===== src/rtl/debug_mem_arb.sv =====
// debug_mem_arb: arbitrates the CPU (M0) and debug (M1) masters onto one registered valid/ready slave port.
// Define DEBUG_MEM_ARB_TIMEOUT_EN to answer with an error response when the slave never completes.
module debug_mem_arb #(
  parameter int TIMEOUT_CYCLES = 255,
  parameter int TO_W           = 8
) (
  input  logic        CLK,
  input  logic        RST_N,
  input  logic        HALTED,
  input  logic        M0_VALID,
  input  logic [3:0]  M0_WSTB,
  input  logic [31:0] M0_ADDR,
  input  logic [31:0] M0_WDATA,
  output logic        M0_READY,
  output logic [31:0] M0_RDATA,
  output logic        M0_EXCEPT,
  input  logic        M1_VALID,
  input  logic [3:0]  M1_WSTB,
  input  logic [31:0] M1_ADDR,
  input  logic [31:0] M1_WDATA,
  output logic        M1_READY,
  output logic [31:0] M1_RDATA,
  output logic        M1_EXCEPT,
  output logic        S_VALID,
  input  logic        S_READY,
  output logic [3:0]  S_WSTB,
  output logic [31:0] S_ADDR,
  output logic [31:0] S_WDATA,
  input  logic [31:0] S_RDATA,
  input  logic        S_EXCEPT
);

  typedef enum logic [1:0] {
    IDLE = 2'd0,
    BUSY = 2'd1,
    DONE = 2'd2
  } state_t;

  if (TIMEOUT_CYCLES < 1 || TIMEOUT_CYCLES > (2 ** TO_W) - 1) begin : g_param_check
    $error("debug_mem_arb: TIMEOUT_CYCLES does not fit in TO_W bits");
  end

  state_t      r_state;
  state_t      w_state_nxt;
  logic        r_gnt;
  logic        r_last;
  logic        w_win;
  logic        w_accept;
  logic        w_finish;
  logic        w_timeout;
  logic [31:0] w_rsp_rdata;
  logic        w_rsp_except;

  logic        r_s_valid;
  logic [3:0]  r_s_wstb;
  logic [31:0] r_s_addr;
  logic [31:0] r_s_wdata;
  logic        r_m0_ready;
  logic [31:0] r_m0_rdata;
  logic        r_m0_except;
  logic        r_m1_ready;
  logic [31:0] r_m1_rdata;
  logic        r_m1_except;

`ifdef DEBUG_MEM_ARB_TIMEOUT_EN
  logic [TO_W-1:0] r_cnt;

  // Counter holds the number of BUSY cycles already spent without S_READY.
  assign w_timeout = (r_cnt == TO_W'(TIMEOUT_CYCLES - 1)) && !S_READY;

  always_ff @(posedge CLK or negedge RST_N) begin
    if (!RST_N) begin
      r_cnt <= '0;
    end else if (w_accept) begin
      r_cnt <= '0;
    end else if (r_state == BUSY && !S_READY) begin
      r_cnt <= r_cnt + 1'b1;
    end
  end
`else
  assign w_timeout = 1'b0;
`endif

  // A timeout completion returns zero data with the error flag set.
  assign w_rsp_rdata  = S_READY ? S_RDATA : 32'h0;
  assign w_rsp_except = S_READY ? S_EXCEPT : 1'b1;

  always_comb begin
    w_state_nxt = r_state;
    w_accept    = 1'b0;
    w_finish    = 1'b0;
    if (HALTED) begin
      w_win = M1_VALID;
    end else if (M0_VALID && M1_VALID) begin
      w_win = ~r_last;
    end else begin
      w_win = M1_VALID;
    end
    case (r_state)
      IDLE: begin
        if (M0_VALID || M1_VALID) begin
          w_accept    = 1'b1;
          w_state_nxt = BUSY;
        end
      end
      BUSY: begin
        if (S_READY || w_timeout) begin
          w_finish    = 1'b1;
          w_state_nxt = DONE;
        end
      end
      DONE:    w_state_nxt = IDLE;
      default: w_state_nxt = IDLE;
    endcase
  end

  always_ff @(posedge CLK or negedge RST_N) begin
    if (!RST_N) begin
      r_state <= IDLE;
    end else begin
      r_state <= w_state_nxt;
    end
  end

  always_ff @(posedge CLK or negedge RST_N) begin
    if (!RST_N) begin
      r_gnt       <= 1'b0;
      r_last      <= 1'b1;
      r_s_valid   <= 1'b0;
      r_s_wstb    <= 4'h0;
      r_s_addr    <= 32'h0;
      r_s_wdata   <= 32'h0;
      r_m0_ready  <= 1'b0;
      r_m0_rdata  <= 32'h0;
      r_m0_except <= 1'b0;
      r_m1_ready  <= 1'b0;
      r_m1_rdata  <= 32'h0;
      r_m1_except <= 1'b0;
    end else begin
      if (w_accept) begin
        r_s_valid <= 1'b1;
        r_gnt     <= w_win;
        r_s_wstb  <= w_win ? M1_WSTB  : M0_WSTB;
        r_s_addr  <= w_win ? M1_ADDR  : M0_ADDR;
        r_s_wdata <= w_win ? M1_WDATA : M0_WDATA;
      end
      if (w_finish) begin
        r_s_valid <= 1'b0;
        r_last    <= r_gnt;
        if (r_gnt) begin
          r_m1_ready  <= 1'b1;
          r_m1_rdata  <= w_rsp_rdata;
          r_m1_except <= w_rsp_except;
        end else begin
          r_m0_ready  <= 1'b1;
          r_m0_rdata  <= w_rsp_rdata;
          r_m0_except <= w_rsp_except;
        end
      end
      if (r_state == DONE) begin
        r_m0_ready <= 1'b0;
        r_m1_ready <= 1'b0;
      end
    end
  end

  assign S_VALID   = r_s_valid;
  assign S_WSTB    = r_s_wstb;
  assign S_ADDR    = r_s_addr;
  assign S_WDATA   = r_s_wdata;
  assign M0_READY  = r_m0_ready;
  assign M0_RDATA  = r_m0_rdata;
  assign M0_EXCEPT = r_m0_except;
  assign M1_READY  = r_m1_ready;
  assign M1_RDATA  = r_m1_rdata;
  assign M1_EXCEPT = r_m1_except;

endmodule


===== config.mk =====
export PLATFORM = sky130hd
export DESIGN_NAME = debug_mem_arb
export DESIGN_NICKNAME = d
export VERILOG_FILES = /design/src/rtl/debug_mem_arb.sv
export SDC_FILE = /design/constraint.sdc
export NUM_CORES = 1
export LEC_CHECK = 0
export CAP_MARGIN = 0
export CORE_MARGIN = 2
export CORE_UTILIZATION = 44
export CTS_CLUSTER_DIAMETER = 30
export DETAILED_ROUTE_END_ITERATION = 10
export GPL_ROUTABILITY_DRIVEN = 0
export GPL_TIMING_DRIVEN = 0
export PLACE_DENSITY = 0.86
export SLEW_MARGIN = 15
export SYNTH_ARGS = -nofsm -noshare
export SYNTH_HDL_FRONTEND = slang
export SYNTH_SLANG_ARGS = --single-unit

===== constraint.sdc =====
create_clock -name CLK -period 5.2 [get_ports CLK]
set_clock_uncertainty 0.15 [all_clocks]
set_input_delay 0.52 -clock CLK [delete_from_list [all_inputs] [get_ports CLK]]
set_output_delay 0.52 -clock CLK [all_outputs]
set_load 0.01 [all_outputs]

==> results of run 1 <==
==> area by class of cell <==
class	count	area share, %
inverters	2	0.0729
clock buffers	23	4.54
flip-flops and latches	141	34.3
plain buffers	57	2.47
clock inverters	9	1.11
well taps	180	2.19
repair buffers	313	30.6
multi-input cells	289	24.7
==> metal layers <==
| metal | wire [um] | up-vias | global-route usage, % |
|---|---|---|---|
| met1 | 7890 | 2799 | 30.5 |
| met3 | 1670 | 46 | 6.91 |
| met5 | 0 | - | 0 |
| met2 | 11100 | 297 | 50.4 |
| met4 | 573 | 0 | 10.3 |
| li1 | - | 2589 | - |
==> worst min-delay path by stage <==
stage | end | slack, ps | cells past startpoint
2_1_floorplan | M0_EXCEPT$_DFFE_PN0P_ | 70 | 0
3_3_place_gp | M0_RDATA[12]$_DFFE_PN0P_ | 320 | 1
3_5_place_dp | M0_RDATA[8]$_DFFE_PN0P_ | 320 | 1
4_1_cts | M0_RDATA[0]$_DFFE_PN0P_ | 340 | 1
5_1_grt | M0_RDATA[9]$_DFFE_PN0P_ | 360 | 1
6_report | M0_RDATA[8]$_DFFE_PN0P_ | 330 | 1
==> cells in the final DEF (no fill, tap or decap), drive strengths merged, types with 2 or more instances in the layout <==
cell type / instances
nand3b: 2
nand2b: 2
inv: 3
and3: 68
clkinv: 3
nor2: 4
and4: 68
clkbuf: 62
mux2: 66
dfrtp: 140
clkdlybuf4s50: 310
buf: 20
a221o: 68
nand2: 7
bufinv: 2
clkinvlp: 3
==> power groups by stage <==
stage	clock, mW	sequential, mW	combinational, mW
floorplan	0	2.20	0.979
global placement	0	1.97	2.73
detailed placement	0	2.00	2.81
CTS	1.20	1.99	2.83
global route	1.25	2.06	3.02
finish	1.18	2.00	2.81
==> registers in the layout (all words and copies together), names as in the netlist <==
| signal | count |
|---|---|
| M0_EXCEPT | 1 |
| M0_RDATA | 32 |
| M0_READY | 1 |
| M1_EXCEPT | 1 |
| M1_RDATA | 32 |
| M1_READY | 1 |
| S_ADDR | 32 |
| S_VALID | 1 |
| S_WDATA | 32 |
| S_WSTB | 4 |
| r_gnt | 1 |
| r_last | 1 |
| r_state | 2 |
==> cells by family (layout without fill, tap and decap cells) <==
kind of cell / Yosys count / count (layout)
and+or+nand+nor: 152 / 152
AOI/OAI and AO/OA: 70 / 70
buffers and inverters: 59 / 404
DFF: 141 / 141
muxes: 67 / 67
==> timing repair <==
item,4_1_cts,5_1_grt
resized for setup,0,0
endpoints found under the hold margin,58,0
hold buffers,1,0
==> summary.txt, run 1 <==
Status
  • Outcome: completed

Synth
  • Number of enable-type register cells in the synthesized netlist: 0
  • Synthesized flop and latch total: roughly 140
  • Share of synthesized cell area in full adder, half adder and majority cells: 0%
  • Yosys top cell by area: sky130_fd_sc_hd__dfrtp_1
  • Yosys warning count: 0
  • Total standard cell area after synthesis: around 6300 sq um
  • Share of cell area taken by muxes after synthesis: 11.9%
  • Most frequent cell after synthesis: sky130_fd_sc_hd__dfrtp_1
  • Leading post-synthesis cells by instance count: 140 x sky130_fd_sc_hd__dfrtp_1, 68 x sky130_fd_sc_hd__a221o_1, 68 x sky130_fd_sc_hd__and3_1, 68 x sky130_fd_sc_hd__and4_1, 66 x sky130_fd_sc_hd__mux2_1
  • Share of the synthesized area in the top cell type: a little under three fifths
  • Post-synthesis cell type count: 22
  • Sequential fraction of the synthesis area: between 50% and 60%
  • Xor and xnor fraction of the mapped netlist area: 0%
  • Number of instances in the synthesized netlist: 489
  • Post-Synthesis Mean Instance Area: about 13 sq um
  • Net Count, Synth: about 660
  • Fraction of registers with async set or reset after synthesis: 100%
  • Largest family of logic cells by synthesized area: simple AND/OR/NAND/NOR gates
  • Most frequently used flop master after synthesis: sky130_fd_sc_hd__dfrtp_1
  • Simple-gate share of the synthesized area: 17.4%
  • Dominant cells by area after synthesis: sky130_fd_sc_hd__dfrtp_1 55%, sky130_fd_sc_hd__mux2_1 12%, sky130_fd_sc_hd__a221o_1 11%, sky130_fd_sc_hd__and4_1 9.4%, sky130_fd_sc_hd__and3_1 6.7%
  • Compound-cell area share of the yosys netlist: around 11%

Finish
  • Ant diodes: 0
  • Ratio of cells with drive above 1 in the final layout: under 10%
  • Design Area, Final: ~10,000 sq um
  • Area of combinational cells with multiple inputs: roughly 2500 sq um
  • Net count, final: around 1,000
  • Area added between synthesis and finish: 62.5%
  • Post-layout utilization of the core: approximately 74%
  • Number of filler instances in the final layout: roughly 920
  • Post-route insts no fill: 1,014
  • FF/Latch Area: between 3000 and 4000 sq um

Global route
  • GRT Total Usage: a little over a quarter
  • Final global-route overflow total: 0
  • Largest net degree at the start of global routing: between 80 and 90
  • Number of antenna violations at the first check in global routing: 0
  • Global-route wire length before repair: between 30,000 and 40,000 um
  • Number of global-route vias before repair: around 6,000

Setup path
  • Required @ worst endpoint: between 5000 and 6000 ps
  • Largest stage delay, worst path: 680 ps
  • Worst reg-to-reg setup slack: 2970 ps
  • CP Class: primary input to register
  • Sum of buffers and inverters on the critical path: 4
  • Cell-by-cell listing of the critical path: clkdlybuf4s50_1 > or2_1 > buf_6 > buf_6 > nand2_2 > buf_2 > a221o_1
  • Library cell appearing most often on the critical path: sky130_fd_sc_hd__buf_6
  • Data arrival time at the worst-slack endpoint: 2500 ps
  • Reg2Reg Capture Point: S_WDATA[27]$_DFFE_PN0P_
  • Critical Path Slowest Stage Cell: sky130_fd_sc_hd__clkdlybuf4s50_1
  • Worst R2R Path Depth: 5
  • Capture point of the critical path: S_ADDR[22]$_DFFE_PN0P_
  • CP Launch Point: M1_VALID
  • Reg-to-reg critical path startpoint: r_last$_DFFE_PN1P_
  • Top fanout value on the critical path: 10
  • Kind of end point of the critical path: register
  • Startpoint class of the critical path: primary input
  • CP Depth: 7
  • Critical path's top delay family: buffers and inverters

Clock network
  • Max Root-Sink Buffers: 2
  • CTS Root Buffer Type: sky130_fd_sc_hd__clkbuf_16
  • TritonCTS clock tree: yes
  • Clock transition at the register clock pins on the worst setup and hold paths after CTS: roughly 60 ps
  • Number of buffers inserted during clock tree synthesis: 17
  • Post-CTS Setup Repair Bufs: 0
  • Clock sink count: between 100 and 150
  • Number of H-tree branching levels: 4
  • Worst-Skew Late Latency: 410 ps

Hold path
  • Path type of the worst min-delay path: register to register
  • Worst min-delay path startpoint: M0_RDATA[8]$_DFFE_PN0P_

Timing
  • RSZ-0062 raised after global routing: false
  • Hold WS: 334 ps
  • Final Critical Period: 2360 ps
  • Remaining max-slew budget at the tightest pin: just over 60%
  • Fin crit share: a little under half
  • Final Setup Violations: 0
  • PnR worst setup slack: 2840 ps
  • Final hold violation count: 0
  • Setup tns final: 0 ps
  • Slew @ Worst Pin: just under 600 ps
  • Final max-slew violation count: 0
  • Maximum operating frequency: about 0.42 GHz

Pwr
  • Sum of internal, switching and leakage power: between 5 and 6 mW
  • Worst IR Drop VDD: 0.270 mV
  • Sw Share: ~33%
  • Net switching power: ~2.0 mW
  • Logic pwr share: approximately 47%
  • Proportion of power drawn by the clock network: around 20%
  • Lkg Pwr: between 4 and 5 nW
  • Cell-internal power: about 4.0 mW
  • Sequential power share: between 30 and 40%
  • Pwr dens: roughly 580 nW/um^2

Die
  • Die X: around 120 um
  • Die outline height: about 120 um
  • Initial standard-cell utilization of the core: 45.3%
  • Top-level port count: between 300 and 400
  • Core Footprint: 14,000 sq um
  • Die Area: roughly 15,000 sq um
  • Number of rows created at floorplan: between 40 and 50

Placement
  • Number of placed instances with taps included: 981
  • Dpl hpwl: ~16,000 um
  • Post-Place Cell Area: 9710 sq um
  • Count of buffers from port buffering: 311
  • Pre-CTS worst setup slack: around 2400 ps

Detailed routing
  • Routed WL per cell: roughly 21 um
  • Violation count after the first detailed-route iteration: around 320
  • Post-detailed-route DRC marker count: 0
  • Via total after detailed routing: approximately 5,700
  • Count of antenna-violating nets left after detailed routing: 0
  • Total detailed-routing wirelength: about 21,000 um
  • Number of vias per cell: 5.65
  • Drt first pass iters: 5

Run
  • Number of violations of the max-capacitance limit: 0
No activity file was read; power rests on OpenSTA's default activity.
==> inputs of run 2 (changes only) <==
Settings changed: CORE_UTILIZATION 44 to 37, PLACE_DENSITY 0.86 to 0.77.
Clock period 5.2 ns to 2 ns, I/O delays scaled along.
==> run 2 against run 1 <==
  * Global-route usage fell by 4.1 points
  * Register-to-register slack got worse by 2900 ps
  * Power rose to 2.6 times the previous value
  * Die area rose by 18%
  * Sequential cell count did not move
  * Clock-buffer cell count fell by 4
  * Clock power rose to 2.7 times the previous value
  * Combinational power rose to 2.6 times the previous value
  * Critical path type is now register to register
  * Critical endpoint is now S_WDATA[14]$_DFFE_PN0P_
  * Largest cell class unchanged
==> summary.txt, run 2 (same netlist as run 1, synthesis figures left out) <==
Detailed routing
  • Post-detailed-route DRC marker count: 0 (unchanged)
  • Total detailed-routing wirelength: 21,300 um (about the same)
  • Drt first pass iters: 4 (-1)
  • Via total after detailed routing: 5,664 (-1.2%)
  • Count of antenna-violating nets left after detailed routing: 0 (unchanged)
  • Violation count after the first detailed-route iteration: 223 (-31%)
  • Number of vias per cell: 5.36 (-5.2%)
  • Routed WL per cell: 20.1 um (-4.1%)

Setup path
  • Data arrival time at the worst-slack endpoint: 2070 ps (-430 ps)
  • Startpoint class of the critical path: register
  • CP Class: register to register
  • Top fanout value on the critical path: 10 (unchanged)
  • Required @ worst endpoint: 2150 ps (-3190 ps)
  • Kind of end point of the critical path: register

Finish
  • Most frequent standard cell in the layout excluding fill and tap cells: sky130_fd_sc_hd__clkdlybuf4s50_1
  • Area of combinational cells with multiple inputs: 2560 sq um (+0.49%)
  • Post-layout utilization of the core: 62.7% (-11 points)
  • Number of filler instances in the final layout: 1,287 (+40%)
  • Design Area, Final: 10,400 sq um (+1.3%)
  • Net count, final: 998 (+0.20%)
  • Area added between synthesis and finish: 64.5%
  • FF/Latch Area: 3530 sq um (unchanged)
  • Ratio of cells with drive above 1 in the final layout: 8.37% (+2.3 points)
  • Highest-count cells in the layout ignoring fill and taps: 309 x sky130_fd_sc_hd__clkdlybuf4s50_1, 140 x sky130_fd_sc_hd__dfrtp_1, 68 x sky130_fd_sc_hd__and3_1, 68 x sky130_fd_sc_hd__and4_1, 68 x sky130_fd_sc_hd__a221o_1

Clock network
  • Max Root-Sink Buffers: 2 (unchanged)
  • Clock transition at the register clock pins on the worst setup and hold paths after CTS: 60 ps (about the same)
  • Number of H-tree branching levels: 4 (unchanged)
  • CTS Root Buffer Type: sky130_fd_sc_hd__clkbuf_16
  • Number of buffers inserted during clock tree synthesis: 17 (unchanged)
  • Worst-Skew Late Latency: 410 ps (about the same)
  • TritonCTS clock tree: yes
  • Clock sink count: 141 (unchanged)

Pwr
  • Sequential power share: 33.0% (-0.4 points)
  • Sum of internal, switching and leakage power: 15.7 mW (+160%)
  • Pwr dens: 1510 nW/um^2 (+160%)
  • Worst IR Drop VDD: 0.722 mV (+170%)
  • Net switching power: 5.22 mW (+160%)
  • Lkg Pwr: 4.55 nW (+1.7%)
  • Logic pwr share: 46.5% (-0.4 points)
  • Sw Share: 33.2% (+0.13 points)
  • Proportion of power drawn by the clock network: 20.4% (+0.7 points)
  • Cell-internal power: 10.5 mW (+160%)

Timing
  • Fin crit share: between 90% and 100%
  • Remaining max-slew budget at the tightest pin: 65.3% (+4.5 points)
  • RSZ-0062 raised after global routing: true
  • Final hold violation count: 0 (unchanged)
  • Slew @ Worst Pin: 520 ps (-68.1 ps)
  • Final max-slew violation count: 0 (unchanged)
  • Hold WS: 138 ps (-196 ps)
  • Final Setup Violations: 0 (unchanged)
  • Maximum operating frequency: between 0.5 and 0.6 GHz
  • Final Critical Period: about 1900 ps

Placement
  • Post-Place Cell Area: 9760 sq um (+0.52%)
  • Dpl hpwl: 16,400 um (+2.2%)
  • Count of buffers from port buffering: 311 (unchanged)

Hold path
  • Path type of the worst min-delay path: primary input to async pin

Global route
  • Largest net degree at the start of global routing: 93 (+11%)
  • GRT Total Usage: 23.3% (-4.1 points)
  • Final global-route overflow total: 0 (unchanged)
  • Global-route wire length before repair: 32,400 um (+2.5%)
  • Number of global-route vias before repair: 5,946 (-0.067%)
  • Number of antenna violations at the first check in global routing: 2 (+2)

Die
  • Die Area: 18,200 sq um (+18%)
  • Top-level port count: 312 (unchanged)
  • Core Footprint: 16,600 sq um (+19%)
  • Die outline height: 135 um (+8.8%)
  • Die X: 135 um (+8.8%)
  • Number of rows created at floorplan: 47 (+9.3%)
  • Initial standard-cell utilization of the core: 38.1% (-7.2 points)

Run
  • Number of violations of the max-capacitance limit: 0 (unchanged)

Status
  • Outcome: completed
## run 2: cell type report
class | count | share of cell area (%)
Timing Repair Buffer | 315 | 30.4
Clock buffer | 19 | 4.34
Buffer | 57 | 2.71
Inverter | 2 | 0.0720
Clock inverter | 13 | 1.46
Antenna cell | 1 | 0.0240
Tap cell | 220 | 2.64
Sequential cell | 141 | 33.8
Multi-Input combinational cell | 289 | 24.5
## run 2: what timing repair did
| item | in CTS | in global routing |
|---|---|---|
| buffers inserted | 2 | 0 |
| endpoints found under the setup margin | 69 | 94 |
| resized for setup | 9 | 20 |
| hold buffers | 1 | 0 |
| hold endpoints to repair | 49 | 0 |
| pin swaps | 1 | 1 |
## run 2: path summary, 6_finish.rpt
check,slack [ps],cells past startpoint,end,from
min reg2reg,330,1,M0_RDATA[12]$_DFFE_PN0P_,M0_RDATA[12]$_DFFE_PN0P_
max in group asynchronous,740,3,r_last$_DFFE_PN1P_,RST_N
max,80,5,S_WDATA[14]$_DFFE_PN0P_,r_last$_DFFE_PN1P_
min,140,2,M1_RDATA[11]$_DFFE_PN0P_,RST_N
min in group CLK,230,2,r_state[0]$_DFFE_PN0P_,S_READY
max reg2reg,80,5,S_WDATA[14]$_DFFE_PN0P_,r_last$_DFFE_PN1P_
## run 2: routing by layer
| layer | vias up | wire [um] | track usage, % |
|---|---|---|---|
| li1 | 2605 | - | - |
| met1 | 2734 | 8300 | 27.7 |
| met2 | 285 | 10600 | 40.5 |
| met3 | 38 | 1830 | 6.57 |
| met4 | 2 | 474 | 8.07 |
| met5 | - | 13 | 0 |
## run 2: per-stage QoR
step                      std cells  TNS (ps)  setup slack [ps]
after floorplan                 489         0               289
after global placement         1020   -686660             -4640
after detailed placement       1021    -38690              -511
after CTS                      1056         0              14.4
after global routing           1057      -188             -32.8
final                          1057         0              75.5
## run 2: critical path, stage by stage (launching register included)
cell and delay [ps]:
sky130_fd_sc_hd__dfstp_2 560, sky130_fd_sc_hd__nand3b_1 190, sky130_fd_sc_hd__clkbuf_8 230, sky130_fd_sc_hd__clkbuf_2 170, sky130_fd_sc_hd__and4_1 230, sky130_fd_sc_hd__a221o_1 270
## run 2: power by group through the flow
| stage | Combinational, mW | Clock (mW) | Sequential, mW |
|---|---|---|---|
| floorplan | 2.55 | 0 | 5.71 |
| global placement | 7.14 | 0 | 5.13 |
| detailed placement | 7.33 | 0 | 5.19 |
| CTS | 7.36 | 3.27 | 5.18 |
| global route | 7.86 | 3.41 | 5.35 |
| finish | 7.31 | 3.21 | 5.19 |
